## src/rtl/ascii_dec_parser_if.sv

```systemverilog
// Character-in / number-out handshake bundle for ascii_dec_parser.
// master = character source and result consumer, slave = the parser.
interface ascii_dec_parser_if #(
  parameter int WIDTH      = 16,
  parameter int MAX_DIGITS = 5
) ();
  logic                            in_valid;
  logic                            in_ready;
  logic [7:0]                      in_char;
  logic                            out_valid;
  logic                            out_ready;
  logic [WIDTH-1:0]                out_value;
  logic [$clog2(MAX_DIGITS+1)-1:0] out_digits;
  logic                            out_ovf;
  logic                            out_err;

  modport master (
    output in_valid, in_char, out_ready,
    input  in_ready, out_valid, out_value, out_digits, out_ovf, out_err
  );

  modport slave (
    input  in_valid, in_char, out_ready,
    output in_ready, out_valid, out_value, out_digits, out_ovf, out_err
  );
endinterface

```

## src/rtl/ascii_dec_parser.sv

```systemverilog
// Streaming ASCII decimal to binary converter, one character per beat, one result per number.
// Define ASCII2BIN_SIGN_EN to accept a leading '-' and produce two's complement results.
module ascii_dec_parser #(
  parameter int WIDTH      = 16,
  parameter int MAX_DIGITS = 5
) (
  input  logic              clk,
  input  logic              rst_n,
  ascii_dec_parser_if.slave bus,
  output logic              busy
);
  localparam int CW = $clog2(MAX_DIGITS + 1);
  localparam int AW = WIDTH + 4;
  localparam logic [CW-1:0] MAX_CNT = CW'(MAX_DIGITS);
  localparam logic [AW-1:0] TEN     = AW'(10);

  typedef enum logic [1:0] {IDLE, ACCUM, DONE} state_t;

  state_t           state_reg;
  logic [WIDTH-1:0] acc_reg;
  logic [CW-1:0]    cnt_reg;
  logic             ovf_reg;
  logic             err_reg;

  logic             is_digit;
  logic [3:0]       digit;
  logic [AW-1:0]    prod;
  logic [AW-1:0]    limit;
  logic             over;
  logic [WIDTH-1:0] acc_sat;
  logic [WIDTH-1:0] fin_value;
  logic             fin_err;

`ifdef ASCII2BIN_SIGN_EN
  localparam logic [AW-1:0] HALF = AW'(1) << (WIDTH - 1);
  logic neg_reg;
`endif

  assign bus.in_ready = (state_reg != DONE);
  assign busy         = (state_reg != IDLE);

  always_comb begin
    is_digit = (bus.in_char >= 8'h30) && (bus.in_char <= 8'h39);
    digit    = bus.in_char[3:0];
    prod     = ({4'b0000, acc_reg} * TEN) + {{(AW-4){1'b0}}, digit};
`ifdef ASCII2BIN_SIGN_EN
    // Magnitude is accumulated; the negative side may reach one further than the positive.
    limit     = neg_reg ? HALF : (HALF - AW'(1));
    fin_value = neg_reg ? (~acc_reg + WIDTH'(1)) : acc_reg;
    fin_err   = err_reg | (cnt_reg == '0);
`else
    limit     = {4'b0000, {WIDTH{1'b1}}};
    fin_value = acc_reg;
    fin_err   = err_reg;
`endif
    over    = (prod > limit);
    acc_sat = over ? limit[WIDTH-1:0] : prod[WIDTH-1:0];
  end

  always_ff @(posedge clk or negedge rst_n) begin
    if (!rst_n) begin
      state_reg      <= IDLE;
      acc_reg        <= '0;
      cnt_reg        <= '0;
      ovf_reg        <= 1'b0;
      err_reg        <= 1'b0;
`ifdef ASCII2BIN_SIGN_EN
      neg_reg        <= 1'b0;
`endif
      bus.out_valid  <= 1'b0;
      bus.out_value  <= '0;
      bus.out_digits <= '0;
      bus.out_ovf    <= 1'b0;
      bus.out_err    <= 1'b0;
    end else begin
      case (state_reg)
        IDLE: begin
          // acc_reg is zero here, so acc_sat is just the first digit
          if (bus.in_valid) begin
            if (is_digit) begin
              acc_reg   <= acc_sat;
              cnt_reg   <= CW'(1);
              ovf_reg   <= over;
              state_reg <= ACCUM;
            end
`ifdef ASCII2BIN_SIGN_EN
            else if (bus.in_char == 8'h2D) begin
              neg_reg   <= 1'b1;
              cnt_reg   <= '0;
              state_reg <= ACCUM;
            end
`endif
          end
        end
        ACCUM: begin
          if (bus.in_valid) begin
            if (is_digit) begin
              if (cnt_reg < MAX_CNT) begin
                acc_reg <= acc_sat;
                cnt_reg <= cnt_reg + CW'(1);
                ovf_reg <= ovf_reg | over;
              end else begin
                err_reg <= 1'b1;
              end
            end else begin
              state_reg      <= DONE;
              bus.out_valid  <= 1'b1;
              bus.out_value  <= fin_value;
              bus.out_digits <= cnt_reg;
              bus.out_ovf    <= ovf_reg;
              bus.out_err    <= fin_err;
            end
          end
        end
        DONE: begin
          if (bus.out_ready) begin
            state_reg      <= IDLE;
            acc_reg        <= '0;
            cnt_reg        <= '0;
            ovf_reg        <= 1'b0;
            err_reg        <= 1'b0;
`ifdef ASCII2BIN_SIGN_EN
            neg_reg        <= 1'b0;
`endif
            bus.out_valid  <= 1'b0;
            bus.out_value  <= '0;
            bus.out_digits <= '0;
            bus.out_ovf    <= 1'b0;
            bus.out_err    <= 1'b0;
          end
        end
        default: state_reg <= IDLE;
      endcase
    end
  end
endmodule

```

## src/flat_wrapper.sv

```systemverilog
// flat-port wrapper written by rule: the top's interface ports become plain ports
module ascii_dec_parser_flat 
#(
  parameter int WIDTH      = 16,
  parameter int MAX_DIGITS = 5
)
  (clk, rst_n, busy, bus_in_valid, bus_in_char, bus_out_ready, bus_in_ready, bus_out_valid, bus_out_value, bus_out_digits, bus_out_ovf, bus_out_err);
  ascii_dec_parser_if #(.WIDTH(WIDTH), .MAX_DIGITS(MAX_DIGITS)) bus_i ();
  input  logic clk;
  input  logic rst_n;
  output logic busy;
  input wire logic [$bits(bus_i.in_valid)-1:0] bus_in_valid;
  input wire logic [$bits(bus_i.in_char)-1:0] bus_in_char;
  input wire logic [$bits(bus_i.out_ready)-1:0] bus_out_ready;
  output wire logic [$bits(bus_i.in_ready)-1:0] bus_in_ready;
  output wire logic [$bits(bus_i.out_valid)-1:0] bus_out_valid;
  output wire logic [$bits(bus_i.out_value)-1:0] bus_out_value;
  output wire logic [$bits(bus_i.out_digits)-1:0] bus_out_digits;
  output wire logic [$bits(bus_i.out_ovf)-1:0] bus_out_ovf;
  output wire logic [$bits(bus_i.out_err)-1:0] bus_out_err;
  assign bus_i.in_valid = bus_in_valid;
  assign bus_i.in_char = bus_in_char;
  assign bus_i.out_ready = bus_out_ready;
  assign bus_in_ready = bus_i.in_ready;
  assign bus_out_valid = bus_i.out_valid;
  assign bus_out_value = bus_i.out_value;
  assign bus_out_digits = bus_i.out_digits;
  assign bus_out_ovf = bus_i.out_ovf;
  assign bus_out_err = bus_i.out_err;
  ascii_dec_parser #(.WIDTH(WIDTH), .MAX_DIGITS(MAX_DIGITS)) u_core (.clk(clk), .rst_n(rst_n), .bus(bus_i), .busy(busy));
endmodule
```

## config.mk

```make
export PLATFORM = sky130hd
export DESIGN_NAME = ascii_dec_parser_flat
export DESIGN_NICKNAME = d
export VERILOG_FILES = /design/src/rtl/ascii_dec_parser_if.sv /design/src/rtl/ascii_dec_parser.sv /design/src/flat_wrapper.sv
export SDC_FILE = /design/constraint.sdc
export NUM_CORES = 1
export LEC_CHECK = 0
export ABC_AREA = 0
export CORE_MARGIN = 3
export CORE_UTILIZATION = 59
export CTS_BUF_LIST = sky130_fd_sc_hd__clkbuf_4 sky130_fd_sc_hd__clkbuf_8
export CTS_CLUSTER_SIZE = 14
export DETAILED_ROUTE_END_ITERATION = 16
export HOLD_SLACK_MARGIN = 0.12
export PLACE_DENSITY = 0.89
export SLEW_MARGIN = 0
export SYNTH_ARGS = -nofsm -noshare
export SYNTH_HDL_FRONTEND = slang
export SYNTH_SLANG_ARGS = --single-unit
```

## constraint.sdc

```tcl
create_clock -name clk -period 3.85 [get_ports clk]
set_input_delay 1.155 -clock clk [delete_from_list [all_inputs] [get_ports clk]]
set_output_delay 1.155 -clock clk [all_outputs]
set_load 0.05 [all_outputs]
```

==> flow_summary.toml, run 1 <==
[synthesis]
syn_avg_cell_area_um2 = 8.76
syn-num-nets = 437
synth_seq_cells = 45
synth_edf_count = 0
mappedNetlistArea_um2 = 3380
yosysTopAreaCell = "dfrtp_1"
synth_warnings = 0
ys_types = 62
synth-main-ff-cell = "dfrtp_1"
seq_area_frac_synth_pct = 33.3
synthCells = 386
synthArstFlopShare_pct = 100
post-synth-top-area-fraction_pct = 33.3
netlist_top_cells_area = "dfrtp_1 33%, ha_1 14%, nand2_1 6.3%"

[clock_tree]
clock_path_buffers = 2
htreeDepth = 2
root_buffer = "clkbuf_8"
cts_sinks = 45
cts_tree = "built"
ctsResizeCount = 0
cts_hold_buf = 0
clk_latency_ps = 300
clk_pin_slew_ps = 80
cts_inserted_buffers = 5
postCtsSetupRepairBufs = 0

[finish]
drive_above_1_share_pct = 8.92
antennaDiodeCount = 0
postLayoutCellArea_um2 = 3970
final_cell_mix = "57 x nand2_1, 45 x dfrtp_1, 37 x ha_1"
final_common_cell = "nand2_1"
fillers = 382
areaGrowthSynthToFinish_pct = 17.4
fin_util_pct = 74.4
nets = 476

[worst_setup_path]
worstPathArrival_ps = 3860
end_kind = "register"
path_max_fanout = 6
rr_worst_depth = 12
worstPathRequired_ps = 4070
setup.worst_path.class = "register to register"
cp-start-kind = "register"

[placed_design]
gp_congestion = 0.884
place_area_um2 = 3850
dp_slack_ps = -49.9
dp_hpwl_um = 6290
port_buffers = 35

[die]
fp.coreArea_um2 = 5340
start_util_pct = 63.4
dieArea_um2 = 6670
io_pins = 36
die_h_um = 81.7
rows = 26
fp.dieW_um = 81.7

[detailed_routing]
vias = 3084
wl_per_cell_um = 16.8
firstDrtPassIters = 5
viasPerCell = 6.22
drcViolationCount = 0
drt-initial-drc-count = 165
ant_nets = 0
routed_wl_um = 8310

[sta]
setup_violations = 0
post-route-period-util_pct = 94.5
timing.final.hold_violations = 0
hold_ws_ps = 475
rsz0062_at_grt = "false"
fin_crit_ps = 3640
finClkSkew_ps = 3.57
fmax_ghz = 0.275
worst-slew-pin-transition_ps = 1260
drv_slew = 0
worst_slack_ps = 213
relSlewSlack_pct = 15.6

[worst_hold_path]
hold_depth = 2
hp-class = "register to register"

[run]
maxCapViolations = 0

[grt]
grt.total_usage_pct = 26.4
antenna_found_initial = 0
overflow = 0
grt_max_degree = 46
grt_pass1_vias = 2951
grt_pass1_wl_um = 13800

[run_status]
outcome = "finished, final reports clean"
-- logic make-up after synthesis --
| kind of cell | share of synthesized area [%] |
|---|---|
| simple gates | 20.6 |
| compound gates | 22.2 |
| flops | 33.3 |
| fa+ha+maj | 14.9 |
| buf+inv | 3.48 |
| xor+xnor | 5.18 |
| mux | 0.296 |
-- critical path, cell delays in order, from the launching register on --
cell,delay (ps)
dfrtp_1,440
ha_1,300
ha_1,230
fa_1,400
a21o_1,230
a221oi_4,340
a21oi_2,130
o311a_1,300
o32a_1,340
and4_4,200
or2_1,300
buf_4,200
a31oi_1,130
-- synthesized netlist by cell type (all sizes together), types with 4 or more instances --
cell type  number
a211oi          5
a21o            8
a21oi          21
a31oi           9
and2            5
clkbuf         15
dfrtp          45
ha             37
inv            11
nand2          57
nand2b          4
nand3          26
nand4           7
nor2           29
nor3            7
o211ai          4
o21a            4
o21ai          24
o31ai           5
xnor2          11
xor2            9
-- layout make-up --
cell class	instances	area (um^2)	share of cell area (%)
inverters	11	41.3	1.04
well taps	70	87.6	2.21
clock inverters	1	30.0	0.756
multi-input cells	312	2140	53.8
repair buffers	50	458	11.5
clock buffers	7	90.1	2.27
flip-flops and latches	45	1130	28.4
-- routing by layer --
| metal | GRT usage [%] | wire length, um |
|---|---|---|
| met5 | 0 | 0 |
| met4 | 8.80 | 156 |
| met2 | 45.3 | 4220 |
| met3 | 4.06 | 472 |
| met1 | 34.1 | 3470 |
-- stage by stage --
step	TNS, ps	instances
after floorplan	0	386
after global placement	0	488
after detailed placement	-246	488
after CTS	0	496
after global routing	0	496
final	0	496
-- worst paths after layout --
kind                                          start                       end  slack, ps
min reg2reg                u_core.bus.out_value[11]  u_core.bus.out_value[11]        480
min                        u_core.bus.out_value[11]  u_core.bus.out_value[11]        480
min in group asynchronous                     rst_n  u_core.bus.out_value[13]       1000
max reg2reg                       u_core.acc_reg[3]         u_core.acc_reg[5]        210
max in group asynchronous                     rst_n   u_core.bus.out_value[0]       2270
max                               u_core.acc_reg[3]         u_core.acc_reg[5]        210
Power of run 1 is not shown: default switching activity piles up to over one toggle a cycle in this logic, so the estimate is an artifact.
==> run 2: changes to the inputs <==
--- a/config.mk
+++ b/config.mk
@@ -9,10 +9,12 @@
 export CORE_MARGIN = 3
 export CORE_UTILIZATION = 59
 export CTS_BUF_LIST = sky130_fd_sc_hd__clkbuf_4 sky130_fd_sc_hd__clkbuf_8
+export CTS_CLUSTER_DIAMETER = 40
 export CTS_CLUSTER_SIZE = 14
 export DETAILED_ROUTE_END_ITERATION = 16
 export HOLD_SLACK_MARGIN = 0.12
 export PLACE_DENSITY = 0.89
+export REMOVE_ABC_BUFFERS = 1
 export SLEW_MARGIN = 0
 export SYNTH_ARGS = -nofsm -noshare
 export SYNTH_HDL_FRONTEND = slang
==> run 2 against run 1 <==
  * Final cell count up 0.20%
  * Clock-buffer cell count down 1
  * Die area unchanged
  * Global-route usage up 0.92 points
  * Register-to-register slack about the same
  * First-iteration DRC count up 28%
  * Clock skew up 8.3 ps
  * Largest cell class unchanged
  * Sequential share of layout area about the same
  * Fmax up 0.20%
  * Setup slack better by 7.4 ps
==> flow_summary.toml, run 2 (synthesis results as in run 1) <==
[die]
die_h_um = 81.7
fp.coreArea_um2 = 5340
fp.dieW_um = 81.7
io_pins = 36
dieArea_um2 = 6670
rows = 26
start_util_pct = 63.4

[worst_setup_path]
setup.worst_path.class = "register to register"
r2r_setup_slack_ps = 220
path_cells = "ha_1 > ha_1 > fa_1 > a21o_1 > a221oi_4 > buf_4 > a21oi_1 > xnor2_1 > nor4_2 > a21oi_1 > buf_4 > o211ai_1 > a22o_1"
worstPathArrival_ps = 3830
rr_startpoint = "u_core.acc_reg[1]"
critPathSlowestCell = "dfrtp_1"
worstPathRequired_ps = 4050
cp-start-kind = "register"
reg2reg_to = "u_core.acc_reg[12]"
path_max_fanout = 5
rr_worst_depth = 13
cp_top_family = "compound AO/OA/AOI/OAI gates"
end_kind = "register"
cp.buffers_inverters = 2
cpPeakStageDelay_ps = 460

[grt]
grt_pass1_vias = 3013
grt.total_usage_pct = 27.3
grt_pass1_wl_um = 14200
overflow = 0
grt_max_degree = 46
antenna_found_initial = 0

[clock_tree]
cts_inserted_buffers = 5
clk_pin_slew_ps = 90
postCtsSetupRepairBufs = 0
clk_latency_ps = 310
cts_sinks = 45
cts_tree = "built"
clock_path_buffers = 2
root_buffer = "clkbuf_8"
htreeDepth = 2

[worst_hold_path]
hold_depth = 2
hp-class = "register to register"
hold_end = "u_core.bus.out_value[2]"
hold_start = "u_core.bus.out_value[2]"

[finish]
postLayoutCellArea_um2 = 3980
final_common_cell = "nand2_1"
antennaDiodeCount = 0
nets = 477
drive_above_1_share_pct = 9.37
final_cell_mix = "57 x nand2_1, 45 x dfrtp_1, 37 x ha_1"
areaGrowthSynthToFinish_pct = 17.6

[run]
maxCapViolations = 0

[sta]
rsz0062_at_grt = "false"
relSlewSlack_pct = 31.5
post-route-period-util_pct = 94.3
drv_slew = 0
fmax_ghz = 0.275
timing.final.hold_violations = 0
fin_crit_ps = 3630
worst-slew-pin-transition_ps = 1030
finClkSkew_ps = 11.9
setup_violations = 0

[detailed_routing]
vias = 3123
drcViolationCount = 0
firstDrtPassIters = 5
routed_wl_um = 8500
drt-initial-drc-count = 211
ant_nets = 0
wl_per_cell_um = 17.1
viasPerCell = 6.28

[placed_design]
gp_congestion = 0.872
place_area_um2 = 3860
dp_hpwl_um = 6360
port_buffers = 35

[run_status]
outcome = "finished, final reports clean"
## run 2: worst max path at each step
stage | depth (start not counted) | from | end | slack, ps
floorplan | 11 | u_core.acc_reg[1] | u_core.acc_reg[9] | 410
global route | 12 | u_core.acc_reg[1] | u_core.acc_reg[9] | 90
CTS | 12 | u_core.acc_reg[1] | u_core.acc_reg[9] | 90
global placement | 10 | bus_in_char[2] | u_core.acc_reg[9] | -70
finish | 13 | u_core.acc_reg[1] | u_core.acc_reg[12] | 220
detailed placement | 10 | bus_in_char[1] | u_core.acc_reg[9] | -180
## run 2: per-layer routing
| metal | global-route usage, % | vias up | share of wire (%) |
|---|---|---|---|
| li1 | - | 1483 | - |
| met1 | 33.8 | 1471 | 41 |
| met2 | 48.3 | 142 | 50 |
| met3 | 5.15 | 27 | 6.6 |
| met4 | 8.14 | 0 | 2.4 |
| met5 | 0 | - | 0 |
## run 2: layout make-up
cell class                      count  area (um^2)
Multi-Input combinational cell    312         2140
Fill cell                         382         1360
Sequential cell                    45         1130
Timing Repair Buffer               51          465
Tap cell                           70         87.6
Clock buffer                        6         76.3
Inverter                           11         41.3
Clock inverter                      2         38.8
## run 2: repair_timing
action                     4_1_cts  5_1_grt
setup endpoints to repair        0       11
hold buffers                     0        0
gates resized for setup          0        2
## run 2: stage by stage
step | util [%] | hold WS, ps | setup TNS (ps) | worst slack [ps] | instances
6_report | 74.5 | 473 | 0 | 220 | 497
3_5_place_dp | 72.3 | 458 | -1460 | -183 | 489
2_1_floorplan | - | 449 | 0 | 411 | 368
4_1_cts | 74.5 | 477 | 0 | 89.1 | 497
3_3_place_gp | 72.3 | 449 | -324 | -74.9 | 489
5_1_grt | 74.5 | 495 | 0 | 87.0 | 497
## run 2: worst register-to-register path: stages, from the launching register on
cell	delay, ps
dfrtp_1	460
ha_1	340
ha_1	240
fa_1	420
a21o_1	240
a221oi_4	270
buf_4	180
a21oi_1	70
xnor2_1	410
nor4_2	120
a21oi_1	260
buf_4	170
o211ai_1	110
a22o_1	230
Power of run 2 is left out for the same reason.
==> run 3: changes to the inputs <==
--- a/config.mk
+++ b/config.mk
@@ -7,15 +7,17 @@
 export LEC_CHECK = 0
 export ABC_AREA = 0
 export CORE_MARGIN = 3
-export CORE_UTILIZATION = 59
+export CORE_UTILIZATION = 65
 export CTS_BUF_LIST = sky130_fd_sc_hd__clkbuf_4 sky130_fd_sc_hd__clkbuf_8
 export CTS_CLUSTER_DIAMETER = 40
 export CTS_CLUSTER_SIZE = 14
 export DETAILED_ROUTE_END_ITERATION = 16
+export DONT_BUFFER_PORTS = 1
 export HOLD_SLACK_MARGIN = 0.12
-export PLACE_DENSITY = 0.89
+export PLACE_DENSITY = 0.87
 export REMOVE_ABC_BUFFERS = 1
 export SLEW_MARGIN = 0
 export SYNTH_ARGS = -nofsm -noshare
 export SYNTH_HDL_FRONTEND = slang
 export SYNTH_SLANG_ARGS = --single-unit
+export TNS_END_PERCENT = 1
==> run 3 against run 2 <==
  * Clock-buffer cell count shrank 1
  * Sequential share of layout area rose by 3.6 points
  * Non-clock buffer count down 44
  * Wire length shrank 9.8%
  * Critical path type unchanged
  * Critical endpoint is now u_core.acc_reg[9]
==> flow_summary.toml, run 3 (synthesis results as in run 1) <==
[run_status]
outcome = "finished, final reports clean"

[detailed_routing]
drt-initial-drc-count = 227
wl_per_cell_um = 17.1
drcViolationCount = 0
viasPerCell = 6.39
ant_nets = 0
routed_wl_um = 7660
vias = 2864
firstDrtPassIters = 4

[clock_tree]
clk_pin_slew_ps = 80
cts_sinks = 45
clock_path_buffers = 2
cts_hold_buf = 0
cts_tree = "built"
cts_inserted_buffers = 5
clk_latency_ps = 300
htreeDepth = 2
root_buffer = "clkbuf_8"

[worst_setup_path]
setup.worst_path.class = "register to register"
worstPathRequired_ps = 4010
cp-start-kind = "register"
rr_worst_depth = 12
path_max_fanout = 11
end_kind = "register"
worstPathArrival_ps = 3790

[die]
start_util_pct = 69.3
dieArea_um2 = 6100
rows = 25
fp.dieW_um = 78.1
die_h_um = 78.1
fp.coreArea_um2 = 4880
io_pins = 36

[sta]
post-route-period-util_pct = 94.1
final.setup.tns_ps = 0
rsz0062_at_grt = "false"
worst_slack_ps = 226
relSlewSlack_pct = 49.8
fin_crit_ps = 3620
finClkSkew_ps = 7.81
worst-slew-pin-transition_ps = 753
fmax_ghz = 0.276
timing.final.hold_violations = 0
setup_violations = 0
drv_slew = 0

[worst_hold_path]
hp-class = "register to register"
hold_depth = 2

[placed_design]
port_buffers = 0
gp_congestion = 0.895
dp_hpwl_um = 5970
dp.cells = 442
dp_slack_ps = 261

[finish]
areaGrowthSynthToFinish_pct = 4.33
final_cell_mix = "57 x nand2_1, 45 x dfrtp_1, 37 x ha_1"
seq_area_um2 = 1130
multiInputGateArea_um2 = 2150
final_common_cell = "nand2_1"
antennaDiodeCount = 0
fin_cells = 448
fillers = 384
nets = 433
drive_above_1_share_pct = 7.87

[run]
maxCapViolations = 0

[grt]
antenna_found_initial = 0
grt_max_degree = 46
grt_pass1_vias = 2801
grt_pass1_wl_um = 13400
overflow = 0
grt.total_usage_pct = 27.2
## run 3: final cells by class
cell class / count / area share, %
clock buffer: 5 / 1.95
clock inverter: 1 / 0.142
inverter: 11 / 1.17
multi-input combinational: 312 / 60.9
sequential: 45 / 31.9
tap: 67 / 2.38
timing repair buffer: 7 / 1.49
## run 3: stage by stage
step | hold WS, ps | area, um^2 | util, %
floorplan | 449 | 3300 | -
global placement | 467 | 3440 | 70.6
detailed placement | 490 | 3440 | 70.6
CTS | 506 | 3520 | 72.1
global route | 522 | 3530 | 72.3
finish | 502 | 3530 | 72.3
## run 3: final timing paths
check                                      to  slack, ps              start
max                         u_core.acc_reg[9]        230  u_core.acc_reg[1]
min                            u_core.err_reg        500     u_core.err_reg
max reg2reg                 u_core.acc_reg[9]        230  u_core.acc_reg[1]
min reg2reg                    u_core.err_reg        500     u_core.err_reg
max in group asynchronous   u_core.acc_reg[9]       3220              rst_n
min in group asynchronous  u_core.acc_reg[12]        540              rst_n
## run 3: timing repair
item                                    4_1_cts  5_1_grt
buffers inserted                              0        0
endpoints found under the setup margin        0        6
endpoints found under the hold margin         0        0
gates resized for setup                       0        2
## run 3: layer usage
metal	vias to the layer above	share of wire [%]	global-route usage [%]
li1	1392	-	-
met1	1350	44	37.1
met2	108	47	43.9
met3	14	6.4	5.28
met4	0	1.7	8.74
met5	-	0	0
## run 3: worst max-delay path, stage by stage, from the launching register on
cell and delay [ps]:
dfrtp_1 450, ha_1 330, ha_1 230, fa_1 400, a21o_1 230, a21oi_1 200
xnor2_1 240, nand4_1 300, nor4_2 380, and4_4 300, or2_1 100, buf_4 190
a41oi_1 120
Power of run 3 is left out for the same reason.
